$ cat src/rtl/data_memory.sv
// Data RAM for the CPU with one write port and one registered read port.
// Read-first on a same-address collision. Reset clears the array and the read register.
module data_memory #(
  parameter int DATA_WIDTH        = 8,
  parameter int ADDRESS_WIDTH     = 4,
  parameter int ADDRESS_MAX_WIDTH = 16
) (
  input  logic                     clock,
  input  logic                     reset_n,
  input  logic [ADDRESS_WIDTH-1:0] write_address,
  input  logic                     Write_Enable,
  input  logic [DATA_WIDTH-1:0]    DATA_WRITE,
  input  logic [ADDRESS_WIDTH-1:0] read_address,
  input  logic                     Read_Enable,
  output logic [DATA_WIDTH-1:0]    DATA_READ
);

  logic [DATA_WIDTH-1:0] mem_q [ADDRESS_MAX_WIDTH];
  logic [DATA_WIDTH-1:0] mem_d [ADDRESS_MAX_WIDTH];
  logic [DATA_WIDTH-1:0] data_read_q;
  logic [DATA_WIDTH-1:0] data_read_d;

  // Decode by comparing against every implemented index. An address at or
  // beyond the depth matches no entry, so out-of-range writes are dropped and
  // out-of-range reads return zero without needing a separate range check.
  always_comb begin
    for (int i = 0; i < ADDRESS_MAX_WIDTH; i++) begin
      mem_d[i] = mem_q[i];
      if (Write_Enable && (32'(write_address) == i)) begin
        mem_d[i] = DATA_WRITE;
      end
    end
  end

  // Sourced from mem_q (pre-write contents), which gives read-first behaviour.
  always_comb begin
    data_read_d = data_read_q;
    if (Read_Enable) begin
      data_read_d = '0;
      for (int i = 0; i < ADDRESS_MAX_WIDTH; i++) begin
        if (32'(read_address) == i) begin
          data_read_d = mem_q[i];
        end
      end
    end
  end

  always_ff @(posedge clock or negedge reset_n) begin
    if (!reset_n) begin
      for (int i = 0; i < ADDRESS_MAX_WIDTH; i++) begin
        mem_q[i] <= '0;
      end
      data_read_q <= '0;
    end else begin
      for (int i = 0; i < ADDRESS_MAX_WIDTH; i++) begin
        mem_q[i] <= mem_d[i];
      end
      data_read_q <= data_read_d;
    end
  end

  assign DATA_READ = data_read_q;

endmodule

$ cat config.mk
export PLATFORM = sky130hd
export DESIGN_NAME = data_memory
export DESIGN_NICKNAME = d
export VERILOG_FILES = /design/src/rtl/data_memory.sv
export SDC_FILE = /design/constraint.sdc
export NUM_CORES = 1
export LEC_CHECK = 0
export ABC_AREA = 1
export CAP_MARGIN = 25
export CORE_UTILIZATION = 28
export DETAILED_ROUTE_END_ITERATION = 10
export DONT_BUFFER_PORTS = 1
export GPL_ROUTABILITY_DRIVEN = 0
export PLACE_DENSITY = 0.46
export SLEW_MARGIN = 5
export SYNTH_ARGS = -nofsm -noshare
export SYNTH_HDL_FRONTEND = slang
export SYNTH_SLANG_ARGS = --single-unit
$ cat constraint.sdc
create_clock -name clock -period 1.64 [get_ports clock]
set_input_delay 0.164 -clock clock [delete_from_list [all_inputs] [get_ports clock]]
set_output_delay 0.164 -clock clock [all_outputs]
set_load 0.02 [all_outputs]
==> impl_metrics.tcl <==
set metrics [dict create \
    status "finished, violations left" \
    violations "negative hold slack, negative setup slack" \
    grt_max_degree 137 \
    grt_pass1_wl_um 29000 \
    die_h_um 149 \
    tritoncts "yes" \
    maxCapViolCount 0 \
    ys_ff_latch 136 \
    slowest_stage "dfrtp_1" \
    yosys_warnings 0 \
    first_pass_iters 4 \
    ys_types 22 \
    rows 53 \
    wl_per_cell_um 16.3 \
    final_area_um2 7560 \
    via_per_inst 4.53 \
    setup_viol 2 \
    area_growth_syn_to_layout_pct 24.1 \
    layout-drive-gt1-share_pct 17.9 \
    fin_hold_ws_ps -556 \
    end_kind "register" \
    pre_cts_slack_ps -302 \
    start_util_pct 28.8 \
    crit_chain "nand3_1, nand4_1, nor2_2, nand4_1, nor2_1, nand4_1, nor2_2, nand3_1, nand2_1, nand2_1" \
    power.density_nw_per_um2 1250 \
    synthFlopType "dfrtp_1" \
    clk_latency_ps 430 \
    rsz0062_at_grt "true" \
    antenna_found_initial 0 \
    tns_ps -25.0 \
    htreeDepth 4 \
    max_slew_margin_pct 54.3 \
    worst_slack_ps -16.9 \
    layout_commonest_cell "nand2_1" \
    drv_slew 0 \
    grt_overflow 0 \
    ios 28 \
    grt_pass1_vias 4921 \
    crit_top_cell "nand4_1" \
    tightest_slew_ps 685 \
    routed_wl_um 17900 \
    io_buffers 0 \
    path_max_fanout 2 \
    utilization_pct 35.7 \
    peakVddDrop_mv 0.606 \
    antenna_left 0 \
    hold_path.class "primary input to asynchronous set/reset pin" \
    cts.clk_slew.worst_paths_ps 60 \
    diodes 0 \
    drc 0 \
    ys_seq_area_share_pct 55.9 \
    die_w_um 149 \
    hold_viol_final 136 \
    syn_avg_cell_area_um2 8.05 \
    layout_common_cells "235 x nand2_1, 136 x dfrtp_1, 119 x o21ai_0" \
    die-area_um2 22300 \
    dpl_cell_area_um2 6780 \
    track_usage_pct 17.4 \
    cp-start-kind "register" \
    clock.fmax_ghz 0.604 \
    num_vias 4992 \
    worstPathRequired_ps 1960 \
    period_needed_ps 1660 \
    async_flop_share_pct 100 \
    worstSetupPathType "register to register" \
    drt_iter0_drc 283 \
    syn_inst 756 \
    fin_skew_ps 7.21 \
    finalCritPeriodShare_pct 101 \
    critical-path-max-stage-delay_ps 400 \
    clockBufferDepth 2 \
    place_hpwl_um 12300 \
    synth_edf_count 0 \
    nets 833 \
    p_total_mw 9.45 \
    numCtsBuffers 17 \
    leakage_nw 3.57 \
    coreArea_um2 21200 \
    syn_area_um2 6090 \
    syn_nets 776 \
    worstPathArrival_ps 1970 \
    cts.sinks 136 \
    root_buffer "clkbuf_16" \
]
power breakdown:
part / internal [mW] / switching, mW / total (mW)
Sequential: 4.05 / 0.442 / 4.49
Combinational: 0.508 / 0.692 / 1.20
Clock: 2.27 / 1.49 / 3.76
Total: 6.83 / 2.62 / 9.45
flip-flops by register name, indices dropped and copies added, names as in the netlist:
register and count:
DATA_READ 8, mem_q 128
what timing repair did:
action	CTS	global route
hold buffers	5	1
pin swaps	2	30
hold endpoints to repair	144	137
setup buffers	0	3
endpoints found under the setup margin	4	7
gates resized for setup	9	28
stage by stage:
step / hold slack (ps) / cells
4_1_cts: -581 / 1097
2_1_floorplan: -132 / 756
3_3_place_gp: -122 / 1060
5_1_grt: -581 / 1101
6_report: -556 / 1101
3_5_place_dp: -123 / 1060
final timing paths:
check | startpoint | endpoint | slack [ps] | cells after the start
max in group asynchronous | reset_n | mem_q[95] | 1830 | 0
setup reg to reg | mem_q[100] | DATA_READ[4] | -20 | 10
hold / removal | reset_n | mem_q[78] | -560 | 0
hold reg to reg | mem_q[25] | mem_q[25] | 480 | 2
setup / recovery | mem_q[100] | DATA_READ[4] | -20 | 10
min in group clock | DATA_WRITE[2] | mem_q[82] | 80 | 2
cell type report:
type / count / area, um^2
Multi-Input combinational cell: 527 / 2460
Clock buffer: 20 / 447
Timing Repair Buffer: 66 / 536
Tap cell: 275 / 344
Clock inverter: 12 / 128
Inverter: 65 / 244
Fill cell: 2224 / 13600
Sequential cell: 136 / 3400
metal layers:
metal,global-route usage (%),vias to the layer above,routed length (um)
met2,25.3,65,7890
met1,25.6,2357,9280
met4,5.97,0,261
li1,-,2552,-
met5,0,-,0
met3,3.45,18,514
Yosys cell counts, types with 3 or more instances:
library cell | instances | area (um^2)
nand4_1 | 19 | 119
nor2_1 | 58 | 218
nand3_1 | 31 | 155
clkbuf_1 | 24 | 90.1
buf_2 | 4 | 20.0
nand2_1 | 245 | 920
inv_1 | 59 | 221
o21ai_0 | 119 | 596
nor2_2 | 6 | 37.5
nand2_2 | 3 | 18.8
inv_2 | 6 | 22.5
a21oi_1 | 31 | 155
dfrtp_1 | 136 | 3400
or2_2 | 3 | 18.8
logic make-up after synthesis:
kind of cell    share of synthesized area, %
simple gates                            25.7
buf+inv                                 5.82
compound gates                          12.6
flops                                   55.9
worst max-delay path, delay by kind of cell (launching register included):
family        cells  cell delay (ps)
flops             1              400
simple gates     10             1160
No activity file was read; power rests on OpenSTA's default activity.
